--- config.mk ---
export PLATFORM = sky130hd
export DESIGN_NAME = rng_top
export DESIGN_NICKNAME = d
export VERILOG_FILES = /design/src/rtl/rng_pkg.sv /design/src/rtl/rng_health.sv /design/src/rtl/rng_top.sv /design/src/rtl/rng_ctrl.sv
export SDC_FILE = /design/constraint.sdc
export NUM_CORES = 1
export LEC_CHECK = 0
export CELL_PAD_IN_SITES_DETAIL_PLACEMENT = 2
export CELL_PAD_IN_SITES_GLOBAL_PLACEMENT = 2
export CORE_MARGIN = 4
export CORE_UTILIZATION = 27
export CTS_CLUSTER_SIZE = 25
export DETAILED_ROUTE_END_ITERATION = 10
export MAX_ROUTING_LAYER = met4
export PLACE_DENSITY = 0.77
export SETUP_SLACK_MARGIN = 0.4
export SKIP_CTS_REPAIR_TIMING = 1
export SLEW_MARGIN = 20
export SYNTH_ARGS = -nofsm -noshare
export SYNTH_HDL_FRONTEND = slang
export SYNTH_SLANG_ARGS = --single-unit
--- constraint.sdc ---
create_clock -name clk -period 1.85 [get_ports clk]
set_clock_uncertainty 0.15 [all_clocks]
set_input_delay 0.2775 -clock clk [delete_from_list [all_inputs] [get_ports clk]]
set_output_delay 0.2775 -clock clk [all_outputs]
set_load 0.02 [all_outputs]
--- src/rtl/rng_pkg.sv ---
// Shared types and default constants for the LHCA random-number controller.
// Every rng_* file imports this package.
package rng_pkg;

   typedef enum logic [2:0] {
      IDLE,
      WARMUP,
      RUN,
      HOLD,
      FAIL
   } rng_state_e;

   localparam int unsigned RNG_WIDTH     = 32;
   localparam int unsigned RNG_WARMUP    = 64;
   localparam int unsigned RNG_DECIM     = 4;
   localparam int unsigned RNG_REP_LIMIT = 4;

   // Width of a counter that must hold values 0..limit-1; never below 1 bit.
   function automatic int unsigned cnt_w(input int unsigned limit);
      return (limit > 1) ? $clog2(limit) : 1;
   endfunction

endpackage

--- src/rtl/rng_health.sv ---
// Combinational health test for one LHCA sample: stuck-at-zero and
// repetition count. It also produces the repetition count to commit.
module rng_health
   import rng_pkg::*;
#(
   parameter int unsigned WIDTH     = RNG_WIDTH,
   parameter int unsigned REP_LIMIT = RNG_REP_LIMIT,
   parameter int unsigned RCW       = cnt_w(REP_LIMIT + 1)
) (
   input  logic [WIDTH-1:0] i_sample,
   input  logic [WIDTH-1:0] i_last,
   input  logic [RCW-1:0]   i_rep,
   input  logic             i_first,
   output logic             o_fail,
   output logic [RCW-1:0]   o_rep_next
);

   logic w_zero;
   logic w_rep_hit;

   always_comb begin
      w_zero = (i_sample == '0);
      if (i_first || (i_sample != i_last)) begin
         o_rep_next = RCW'(1);
      end else begin
         o_rep_next = i_rep + RCW'(1);
      end
      w_rep_hit = (o_rep_next >= RCW'(REP_LIMIT));
      o_fail    = w_zero || w_rep_hit;
   end

endmodule

--- src/rtl/rng_top.sv ---
// Generator wrapper: a null-boundary rule-90/150 hybrid CA sequenced by
// rng_ctrl, which holds it at SEED whenever lhca_rst_o is high.
module rng_top
   import rng_pkg::*;
#(
   parameter int unsigned      WIDTH         = RNG_WIDTH,
   parameter int unsigned      WARMUP_CYCLES = RNG_WARMUP,
   parameter int unsigned      DECIM         = RNG_DECIM,
   parameter int unsigned      REP_LIMIT     = RNG_REP_LIMIT,
   parameter logic [WIDTH-1:0] SEED          = WIDTH'(64'h0000_0001_0000_0001),
   parameter logic [WIDTH-1:0] RULE150       = WIDTH'(64'hB4BC_D35C_B4BC_D35C)
) (
   input  logic             clk,
   input  logic             rst,
   input  logic             en_i,
   input  logic             clr_fail_i,
   input  logic             ready_i,
   output logic [WIDTH-1:0] word_o,
   output logic             valid_o,
   output logic             busy_o,
   output logic             fail_o,
   output logic [15:0]      words_o
);

   logic [WIDTH-1:0] r_lhca;
   logic [WIDTH-1:0] w_lhca_next;
   logic             w_lhca_rst;

   // Each cell: left ^ right, plus itself where the cell follows rule 150.
   assign w_lhca_next = (r_lhca << 1) ^ (r_lhca >> 1) ^ (r_lhca & RULE150);

   always_ff @(posedge clk) begin
      if (rst || w_lhca_rst) begin
         r_lhca <= SEED;
      end else begin
         r_lhca <= w_lhca_next;
      end
   end

   rng_ctrl #(
      .WIDTH         (WIDTH),
      .WARMUP_CYCLES (WARMUP_CYCLES),
      .DECIM         (DECIM),
      .REP_LIMIT     (REP_LIMIT)
   ) u_ctrl (
      .clk          (clk),
      .rst          (rst),
      .en_i         (en_i),
      .clr_fail_i   (clr_fail_i),
      .lhca_state_i (r_lhca),
      .lhca_rst_o   (w_lhca_rst),
      .word_o       (word_o),
      .valid_o      (valid_o),
      .ready_i      (ready_i),
      .busy_o       (busy_o),
      .fail_o       (fail_o),
      .words_o      (words_o)
   );

endmodule

--- src/rtl/rng_ctrl.sv ---
// Sequencer for the LHCA datapath: reset hold, warm-up, decimated sampling,
// health checks, valid/ready delivery and a sticky failure latch.
module rng_ctrl
   import rng_pkg::*;
#(
   parameter int unsigned WIDTH         = RNG_WIDTH,
   parameter int unsigned WARMUP_CYCLES = RNG_WARMUP,
   parameter int unsigned DECIM         = RNG_DECIM,
   parameter int unsigned REP_LIMIT     = RNG_REP_LIMIT
) (
   input  logic             clk,
   input  logic             rst,
   input  logic             en_i,
   input  logic             clr_fail_i,
   input  logic [WIDTH-1:0] lhca_state_i,
   output logic             lhca_rst_o,
   output logic [WIDTH-1:0] word_o,
   output logic             valid_o,
   input  logic             ready_i,
   output logic             busy_o,
   output logic             fail_o,
   output logic [15:0]      words_o
);

   localparam int unsigned WCW = cnt_w(WARMUP_CYCLES + 1);
   localparam int unsigned DCW = cnt_w(DECIM);
   localparam int unsigned RCW = cnt_w(REP_LIMIT + 1);
   localparam logic [WCW-1:0] WARM_LAST = WCW'(WARMUP_CYCLES);
   localparam logic [DCW-1:0] DEC_LAST  = DCW'(DECIM - 1);

   rng_state_e       r_state;
   logic [WCW-1:0]   r_wcnt;
   logic [DCW-1:0]   r_dcnt;
   logic [RCW-1:0]   r_rep;
   logic             r_first;
   logic [WIDTH-1:0] r_last;
   logic [WIDTH-1:0] r_word;
   logic             r_valid;
   logic             r_lhca_rst;
   logic             r_busy;
   logic             r_fail;
   logic [15:0]      r_words;

   logic             w_hfail;
   logic [RCW-1:0]   w_rep_next;

   rng_health #(
      .WIDTH     (WIDTH),
      .REP_LIMIT (REP_LIMIT),
      .RCW       (RCW)
   ) u_health (
      .i_sample   (lhca_state_i),
      .i_last     (r_last),
      .i_rep      (r_rep),
      .i_first    (r_first),
      .o_fail     (w_hfail),
      .o_rep_next (w_rep_next)
   );

   // The first WARMUP cycle releases the LHCA from its seed; WARMUP_CYCLES
   // free-run cycles follow, giving first-valid latency WARMUP+DECIM+1.
   always_ff @(posedge clk) begin
      if (rst) begin
         r_state    <= IDLE;
         r_wcnt     <= '0;
         r_dcnt     <= '0;
         r_rep      <= '0;
         r_first    <= 1'b0;
         r_last     <= '0;
         r_word     <= '0;
         r_valid    <= 1'b0;
         r_lhca_rst <= 1'b1;
         r_busy     <= 1'b0;
         r_fail     <= 1'b0;
         r_words    <= '0;
      end else begin
         case (r_state)
            IDLE: begin
               if (en_i) begin
                  r_state    <= WARMUP;
                  r_wcnt     <= '0;
                  r_rep      <= '0;
                  r_first    <= 1'b1;
                  r_lhca_rst <= 1'b0;
                  r_busy     <= 1'b1;
               end
            end
            WARMUP: begin
               if (!en_i) begin
                  r_state    <= IDLE;
                  r_lhca_rst <= 1'b1;
                  r_busy     <= 1'b0;
               end else if (r_wcnt == WARM_LAST) begin
                  r_state <= RUN;
                  r_dcnt  <= '0;
               end else begin
                  r_wcnt <= r_wcnt + WCW'(1);
               end
            end
            RUN: begin
               if (!en_i) begin
                  r_state    <= IDLE;
                  r_lhca_rst <= 1'b1;
                  r_busy     <= 1'b0;
               end else if (r_dcnt == DEC_LAST) begin
                  r_dcnt <= '0;
                  if (w_hfail) begin
                     r_state    <= FAIL;
                     r_fail     <= 1'b1;
                     r_lhca_rst <= 1'b1;
                     r_busy     <= 1'b0;
                  end else begin
                     r_rep   <= w_rep_next;
                     r_first <= 1'b0;
                     r_last  <= lhca_state_i;
                     r_word  <= lhca_state_i;
                     r_valid <= 1'b1;
                     r_state <= HOLD;
                  end
               end else begin
                  r_dcnt <= r_dcnt + DCW'(1);
               end
            end
            HOLD: begin
               // A handshake on the same edge as disable still counts.
               if (ready_i) begin
                  r_words <= r_words + 16'd1;
                  r_valid <= 1'b0;
                  r_state <= RUN;
                  r_dcnt  <= '0;
               end
               if (!en_i) begin
                  r_state    <= IDLE;
                  r_valid    <= 1'b0;
                  r_lhca_rst <= 1'b1;
                  r_busy     <= 1'b0;
               end
            end
            FAIL: begin
               if (clr_fail_i) begin
                  r_state <= IDLE;
                  r_fail  <= 1'b0;
               end
            end
            default: begin
               r_state    <= IDLE;
               r_valid    <= 1'b0;
               r_lhca_rst <= 1'b1;
               r_busy     <= 1'b0;
            end
         endcase
      end
   end

   assign lhca_rst_o = r_lhca_rst;
   assign word_o     = r_word;
   assign valid_o    = r_valid;
   assign busy_o     = r_busy;
   assign fail_o     = r_fail;
   assign words_o    = r_words;

endmodule

==> results.md, run 1 <==
Global route:
- Entering global routing, the biggest net connects 63 pins.
- The initial antenna violation count is 0.
- The via count of the first global-routing pass is 4989.
- The global router's overall resource usage is 0.1708.
- The final global-route overflow total is 0.
- The global-route wire length before repair is 26.56 mm.

Layout:
- The end-of-flow core utilization is 0.3927.
- From synthesis to final layout, the design area changed by 42.49%.
- The count of placed standard cells in the final layout, fillers left out is 922.
- The ratio of cells with drive above 1 in the final layout is 0.3945.
- The number of diodes is 0.
- The most common cell after layout, fill and taps aside is sky130_fd_sc_hd__buf_4.
- The final-stage net count is 703.
- In the layout the commonest cells are sky130_fd_sc_hd__buf_4 (103), sky130_fd_sc_hd__nand2_1 (90), sky130_fd_sc_hd__dfxtp_1 (52).

Timing:
- The max-slew violation count is 0.
- The worst relative slew slack is 0.7301.
- For the finished layout, the period the worst path requires is 2.272 ns.
- After routing, the total negative slack on setup checks comes to -15.86 ns.
- The transition time at the pin with the least slew margin is 0.4012 ns.
- Static timing analysis puts the maximum clock frequency at 440.2 MHz.
- The hold violation count in the final report is 0.
- Setup violations remaining at the end of the flow were counted as 43.
- The fraction of the cycle the final worst path needs is 1.228.
- Setup repair after global routing could not meet its margin everywhere.
- The worst setup slack after layout is -0.4218 ns.

Yosys:
- The mapped netlist covers 4767 sq um.
- The fraction of the mapped netlist area in compound gates is 0.07507.
- For this run, asynchronously set or reset flops after synthesis account for 0.
- The count of warnings emitted by yosys is 0.
- By area, the combinational part of the netlist is dominated by simple AND/OR/NAND/NOR gates.
- The synthesized design spends more area on one cell type than any other, namely sky130_fd_sc_hd__dfxtp_1.
- Of the total synthesized cell area, the portion taken by XOR and XNOR cells is 0.1396.
- Synthesis inferred 100 register bits.
- When the netlist entered floorplanning its net count stood at 564.
- The number of synthesized flops with an enable pin is 0.
- The fraction of the mapped netlist area in adder cells is 0.01575.
- The share of synthesized area in the top cell type comes to 0.4199.
- The cell count after synthesis is 553.
- The simple-gate area share of the yosys netlist is 0.2346.
- After synthesis, the cell types taking the most area are sky130_fd_sc_hd__dfxtp_1 (42%), sky130_fd_sc_hd__xor2_1 (7.9%), sky130_fd_sc_hd__nand2_1 (7.3%), sky130_fd_sc_hd__mux2i_1 (7.1%), sky130_fd_sc_hd__xnor2_1 (6.1%).
- For this run, the leading register cell type out of synthesis is sky130_fd_sc_hd__dfxtp_1.
- The sequential element share of the synthesized area is 0.4199.
- Averaged over all synthesized cells, the footprint is 8.620 sq um.
- The number of distinct library cell variants in the gate-level netlist after synthesis is 49.
- The portion of netlist area occupied by mux cells is 0.07139.

Clock tree:
- The number of H-tree branching levels is 3.
- The later pin in the worst-skew pair is clocked with a latency of 0.35 ns.
- The sink count of the clock tree is 100.
- The clock transition at the registers of the reported paths is 0.07 ns.
- The longest clock path from root to sink contains 2 buffers.
- The cell at the root of the clock tree is sky130_fd_sc_hd__clkbuf_16.
- TritonCTS built the clock tree.
- The number of CTS-inserted buffers is 9.

Worst setup path:
- In this run the worst path has a maximum fanout of 20.
- For the worst setup path, the data arrival time is 2.35 ns.
- The cell count of the worst reg-to-reg path is 8.
- The reg-to-reg critical path endpoint is u_ctrl.word_o[19]$_SDFFE_PP0P_.
- The path type of the worst setup path is flop to flop.
- The required time of the critical path is 1.93 ns.
- The kind of start point of the critical path is a flop.
- The worst register-to-register path has a setup slack of -0.42 ns.
- The startpoint identified for the worst register-to-register timing path is r_lhca[24]$_SDFF_PP0_.
- The sort of element at the end of the critical path is a flop.

Outcome:
- The final reports fail on setup timing.
- The flow ran to the end, but the final reports show violations.

Min path:
- The number of stages on the worst hold path is 2.
- The path with the worst hold slack has its endpoint at u_ctrl.word_o[30]$_SDFFE_PP0P_.
- The worst min-delay path category is flop to flop.
- The worst hold path begins at r_lhca[30]$_SDFF_PP0_.

Pwr:
- IR analysis of the VDD net gives a maximum drop of 0.0004393 V.
- For this design the static power due to leakage is 2.945 nW.
- The design draws 4.593 mW.
- Power spread over the standard cell area amounts to 676.2 nW/um^2.

Route:
- After detailed routing, the number of remaining DRC violations is 0.
- Dividing the detail-routed wire length by the instance count gives 17.80 microns.
- The DRC violation total after the first TritonRoute iteration is 126.
- Using the TritonRoute via totals, the vias-per-cell ratio works out to 4.774.
- The detailed-router iteration count before antenna repair is 4.
- The total length of routed wires is 16.41 mm.
- The detailed router placed 4402 vias in this run.
- In this run the remaining antenna-violating nets after routing total 0.

Floorplanning:
- The width of the chip is 140.9 microns.
- The die covers 19850 sq um.
- The starting density of the core is 0.2756.
- The vertical die dimension is 140.9 microns.
- The core area is 17300 sq um.
- The placement row count is 48.
- Pin placement for this block handled 56 I/O pins.

Placement:
- At the end of routability-driven placement, the weighted congestion stood at 0.8340.
- The number of placed instances, taps included, is 903.
- After legalization and detailed placement, the total HPWL measured 11.94 mm.
- The count of buffers added on input and output ports is 55.

Flow run:
- Max-cap violations in this run came to 0.
==> area by class of cell <==
type / instances / area (sq um)
clock buffers: 11 / 252.7
flip-flops and latches: 100 / 2064
inverters: 11 / 43.79
well taps: 225 / 281.5
repair buffers: 165 / 1264
multi-input cells: 405 / 2804
clock inverters: 5 / 82.58
fillers: 1908 / 10500
==> state kept, by name (all words and copies together) (netlist names), 2 cells and up <==
name / flops
r_lhca: 32
u_ctrl.r_wcnt: 7
u_ctrl.r_state: 3
u_ctrl.word_o: 32
u_ctrl.r_dcnt: 2
u_ctrl.words_o: 16
u_ctrl.r_rep: 3
==> cells in the mapped netlist, types with 3 or more instances <==
library cell / number
sky130_fd_sc_hd__nor2_1: 53
sky130_fd_sc_hd__buf_2: 4
sky130_fd_sc_hd__nand4_1: 8
sky130_fd_sc_hd__mux2i_1: 34
sky130_fd_sc_hd__and3_1: 5
sky130_fd_sc_hd__inv_1: 10
sky130_fd_sc_hd__xor2_1: 43
sky130_fd_sc_hd__a21oi_1: 26
sky130_fd_sc_hd__xnor2_1: 33
sky130_fd_sc_hd__nand2_1: 93
sky130_fd_sc_hd__o21ai_0: 9
sky130_fd_sc_hd__ha_1: 6
sky130_fd_sc_hd__a211oi_1: 3
sky130_fd_sc_hd__or2_2: 12
sky130_fd_sc_hd__clkbuf_1: 27
sky130_fd_sc_hd__nor4_1: 13
sky130_fd_sc_hd__nand3_1: 11
sky130_fd_sc_hd__buf_6: 3
sky130_fd_sc_hd__and2_1: 7
sky130_fd_sc_hd__nor2b_1: 4
sky130_fd_sc_hd__dfxtp_1: 100
sky130_fd_sc_hd__buf_1: 3
sky130_fd_sc_hd__nor3_1: 10
sky130_fd_sc_hd__or3_1: 4
==> critical path, cell delays in order (launching register included) <==
cell and delay, ns:
sky130_fd_sc_hd__dfxtp_2 0.34, sky130_fd_sc_hd__xor2_1 0.16, sky130_fd_sc_hd__nor4_2 0.34, sky130_fd_sc_hd__nand4_1 0.23
sky130_fd_sc_hd__nor4_4 0.30, sky130_fd_sc_hd__buf_4 0.19, sky130_fd_sc_hd__a21oi_4 0.08, sky130_fd_sc_hd__buf_12 0.18
sky130_fd_sc_hd__mux2i_2 0.16
==> power breakdown <==
group	internal, mW	switching, mW
registers	2.16	0.0176
clock network	1.27	0.869
logic	0.116	0.161
total	3.55	1.05
==> cells by family after synthesis <==
kind of cell    after synthesis
simple gates                233
flops                       100
buf+inv                      48
fa+ha+maj                     6
xor+xnor                     76
mux                          34
compound gates               56
==> per-layer routing <==
layer	vias to the layer above	track usage	part of all wire
li1	2120	-	-
met1	2198	0.1955	0.42
met2	67	0.3107	0.54
met3	17	0.02273	0.028
met4	0	0.04997	0.015
met5	-	-	0
==> how the worst max path moves through the flow <==
| stage | slack, ns | cells past startpoint | startpoint | endpoint |
|---|---|---|---|---|
| after floorplan | -0.20 | 8 | r_lhca[15]$_SDFF_PP0_ | u_ctrl.word_o[0]$_SDFFE_PP0P_ |
| after global placement | -0.36 | 7 | u_ctrl.word_o[13]$_SDFFE_PP0P_ | u_ctrl.valid_o$_SDFFE_PP0P_ |
| after detailed placement | -0.39 | 6 | en_i | u_ctrl.word_o[9]$_SDFFE_PP0P_ |
| after CTS | -0.49 | 7 | u_ctrl.word_o[20]$_SDFFE_PP0P_ | u_ctrl.valid_o$_SDFFE_PP0P_ |
| after global routing | -0.54 | 8 | r_lhca[24]$_SDFF_PP0_ | u_ctrl.valid_o$_SDFFE_PP0P_ |
| final | -0.42 | 8 | r_lhca[24]$_SDFF_PP0_ | u_ctrl.word_o[19]$_SDFFE_PP0P_ |
==> stage by stage <==
step,setup slack (ns),hold WS (ns),instance area [sq um]
2_1_floorplan,-0.1992,0.2263,4916
3_3_place_gp,-0.3610,0.3034,6411
3_5_place_dp,-0.3914,0.3222,6411
4_1_cts,-0.4857,0.3315,6746
5_1_grt,-0.5385,0.3717,6793
6_report,-0.4218,0.3467,6793
Power figures use the tool's default switching activity.
==> run 2, diff against run 1 <==
CAP_MARGIN = 30   (was unset)
PLACE_DENSITY = 0.75   (was 0.77)
clock period = 2.55 ns   (was 1.85 ns; I/O delays follow)
==> results.md, run 2 (synthesis gave the netlist of run 1 again) <==
Clock tree:
- The number of CTS-inserted buffers came to 9 (unchanged).
- The CTS tree is done (unchanged).
- The maximum buffer depth of the clock tree is 2 (unchanged).
- The sink count of the clock tree is 100 (unchanged).
- The clock transition at the registers of the reported paths came to 0.07 ns (about the same).
- The cell at the root of the clock tree is sky130_fd_sc_hd__clkbuf_16 (unchanged).
- The clock latency on the worst-skew pair is 0.36 ns (was 0.35 ns).
- The number of H-tree branching levels is 3 (unchanged).

Pwr:
- The part of the total power dissipated in sequential elements was 0.514 (was 0.475).
- The peak ir drop on the vdd network is 0.0003298 V (was 0.0004393 V).
- The cell internal power dissipation is 2.301 mW (was 3.546 mW).
- The reported net switching power was 0.7772 mW (was 1.047 mW).
- The proportion of total power due to net switching was 0.2525 (was 0.2280).
- The static power due to leakage came to 2.211 nW (was 2.945 nW).
- The combinational fraction of design power is 0.050 (was 0.060).
- The total power density per cell area is 504.1 nW/um^2 (was 676.2 nW/um^2).
- The power share of the clock group is 0.437 (was 0.465).

Floorplanning:
- The top-level port count came to 56 (unchanged).
- The width of the chip was 140.9 microns (unchanged).
- The die area came to 19850 sq um (unchanged).
- The vertical die dimension is 140.9 microns (unchanged).
- The starting density of the core was 0.2756 (unchanged).
- The placement row count is 48 (unchanged).
- The core area is 17300 sq um (unchanged).

Worst setup path:
- The top fanout value on the critical path is 8 (was 20).
- The worst endpoint data arrival time is 2.34 ns (was 2.35 ns).
- The cell family contributing the most delay on the critical path is simple AND/OR/NAND/NOR gates (unchanged).
- The kind of start point of the critical path is a flop (unchanged).
- Cell breakdown of the critical path: xor2_1, nor4_2, nand4_1, nor4_4, buf_4, a21oi_4, buf_12, mux2i_2 (unchanged).
- The required time of the critical path was 2.64 ns (was 1.93 ns).
- The buffers plus inverters on the worst setup path is 2 (unchanged).
- The path type of the worst setup path is flop to flop (unchanged).
- The sort of element at the end of the critical path was a flop (unchanged).
- The critical path's largest stage delay was 0.35 ns (was 0.34 ns).
- The cell with the largest stage delay on the worst path is sky130_fd_sc_hd__dfxtp_1 (was sky130_fd_sc_hd__dfxtp_2).

Layout:
- The count of fill cells added during filler insertion was 1916 (was 1908).
- The ratio of cells with drive above 1 in the final layout is 0.1465 (was 0.3945).
- The area of the multi-input gates is 2610 sq um (was 2804 sq um).
- The number of diodes is 0 (unchanged).
- The storage element area is 2022 sq um (was 2064 sq um).
- The count of placed standard cells in the final layout, fillers left out is 846 (was 922).
- The final-stage net count is 627 (was 703).
- The signed area change from the synthesized netlist to the final layout is 28.11% (was 42.49%).
- The final instance area is 6107 sq um (was 6793 sq um).
- The end-of-flow core utilization is 0.3531 (was 0.3927).
- Most frequent cells in the layout: sky130_fd_sc_hd__nand2_1 (93), sky130_fd_sc_hd__dfxtp_1 (88), sky130_fd_sc_hd__clkdlybuf4s50_1 (55) (was sky130_fd_sc_hd__buf_4 (103), sky130_fd_sc_hd__nand2_1 (90), sky130_fd_sc_hd__dfxtp_1 (52)).
- The most common cell after layout, fill and taps aside is sky130_fd_sc_hd__nand2_1 (was sky130_fd_sc_hd__buf_4).

Global route:
- The most used routing layer in global routing was met2 (unchanged).
- The global-route met2 utilization is 0.2649 (was 0.3107).
- The initial antenna violation count came to 0 (unchanged).
- The global router's overall resource usage is 0.1559 (was 0.1708).
- The largest net degree at the start of global routing is 41 (was 63).
- The global-route met1 utilization is 0.1902 (was 0.1955).
- The final global-route overflow total is 0 (unchanged).
- The routing usage on met3 was 0.03901 (was 0.02273).
- The via count of the first global-routing pass is 4525 (was 4989).
- The global-route wire length before repair is 24.21 mm (was 26.56 mm).

Route:
- The mean number of vias per cell was 4.793 (was 4.774).
- The DRC violation total after the first TritonRoute iteration is 138 (was 126).
- The number of design rule violations left after detail routing is 0 (unchanged).
- The average wire length per cell after detail routing was 17.68 microns (was 17.80 microns).
- The residual antenna-violating net count after detailed routing was 0 (unchanged).
- The via count is 4055 (was 4402).
- The detailed-router iteration count before antenna repair is 4 (unchanged).
- The total length of routed wires was 14.96 mm (was 16.41 mm).

Timing:
- The transition time at the pin with the least slew margin is 0.7004 ns (was 0.4012 ns).
- The hold violation count in the final report is 0 (unchanged).
- Unrepaired setup endpoints after global routing: true (unchanged).
- The final critical-path required period is 2.257 ns (was 2.272 ns).
- The worst relative slew slack came to 0.5331 (was 0.7301).
- The final setup violation count was 0 (was 43).
- The maximum frequency from static timing analysis is 443.1 MHz (was 440.2 MHz).
- The fraction of the cycle the final worst path needs is 0.8850 (was 1.228).
- The max-slew violation count was 0 (unchanged).
- The total negative slack is 0 ns (was -15.86 ns).

Placement:
- The routability congestion estimate from global placement is 0.7638 (was 0.8340).
- The count of buffers inserted at the top-level ports came to 55 (unchanged).
- The post-detailed-placement half-perimeter wirelength is 10.45 mm (was 11.94 mm).
- The total instance count after detailed placement is 823 (was 903).
- The cell area after placement is 5660 sq um (was 6411 sq um).

Outcome:
- Outcome: finished clean (was finished, violations left).

Flow run:
- The max-capacitance violation count is 0 (unchanged).

Min path:
- The worst min-delay path category was flop to flop (unchanged).
[run 2: final timing paths]
path | end | depth (start not counted) | from | slack [ns]
max reg2reg | u_ctrl.word_o[25]$_SDFFE_PP0P_ | 8 | u_ctrl.word_o[0]$_SDFFE_PP0P_ | 0.29
min | u_ctrl.r_dcnt[1]$_SDFFE_PP0P_ | 2 | u_ctrl.r_dcnt[1]$_SDFFE_PP0P_ | 0.33
min reg2reg | u_ctrl.r_dcnt[1]$_SDFFE_PP0P_ | 2 | u_ctrl.r_dcnt[1]$_SDFFE_PP0P_ | 0.33
max | u_ctrl.word_o[25]$_SDFFE_PP0P_ | 8 | u_ctrl.word_o[0]$_SDFFE_PP0P_ | 0.29
[run 2: power groups by stage]
stage          Clock (mW)  Combinational [mW]  Sequential [mW]
2_1_floorplan           0              0.0936             1.62
3_3_place_gp            0               0.146             1.62
3_5_place_dp            0               0.151             1.62
4_1_cts              1.39               0.153             1.58
5_1_grt              1.46               0.170             1.58
6_report             1.34               0.152             1.58
[run 2: area by class of cell]
type | count | area share
clock buffer | 9 | 0.03688
timing repair buffer | 89 | 0.1424
inverter | 11 | 0.006761
sequential | 100 | 0.3311
tap | 225 | 0.04610
clock inverter | 7 | 0.009424
multi-input combinational | 405 | 0.4274
[run 2: tightest hold or removal path: stages, from the launching register on]
cell	delay [ns]
sky130_fd_sc_hd__dfxtp_1	0.32
sky130_fd_sc_hd__nand2b_1	0.06
sky130_fd_sc_hd__a21oi_1	0.06
[run 2: per-stage QoR]
stage	setup WS (ns)	hold slack, ns	power (mW)
floorplan	0.4708	0.2916	1.710
global placement	0.2226	0.3126	1.766
detailed placement	0.1142	0.3286	1.771
CTS	0.08805	0.3422	3.122
global route	0.1700	0.3633	3.212
finish	0.2934	0.3336	3.078
[run 2: metal layers]
metal | wire (microns) | up-vias | part of all wire
met5 | 0 | - | 0
met4 | 165 | 0 | 0.011
met3 | 474 | 9 | 0.032
met2 | 7581 | 63 | 0.51
met1 | 6738 | 2020 | 0.45
li1 | - | 1963 | -
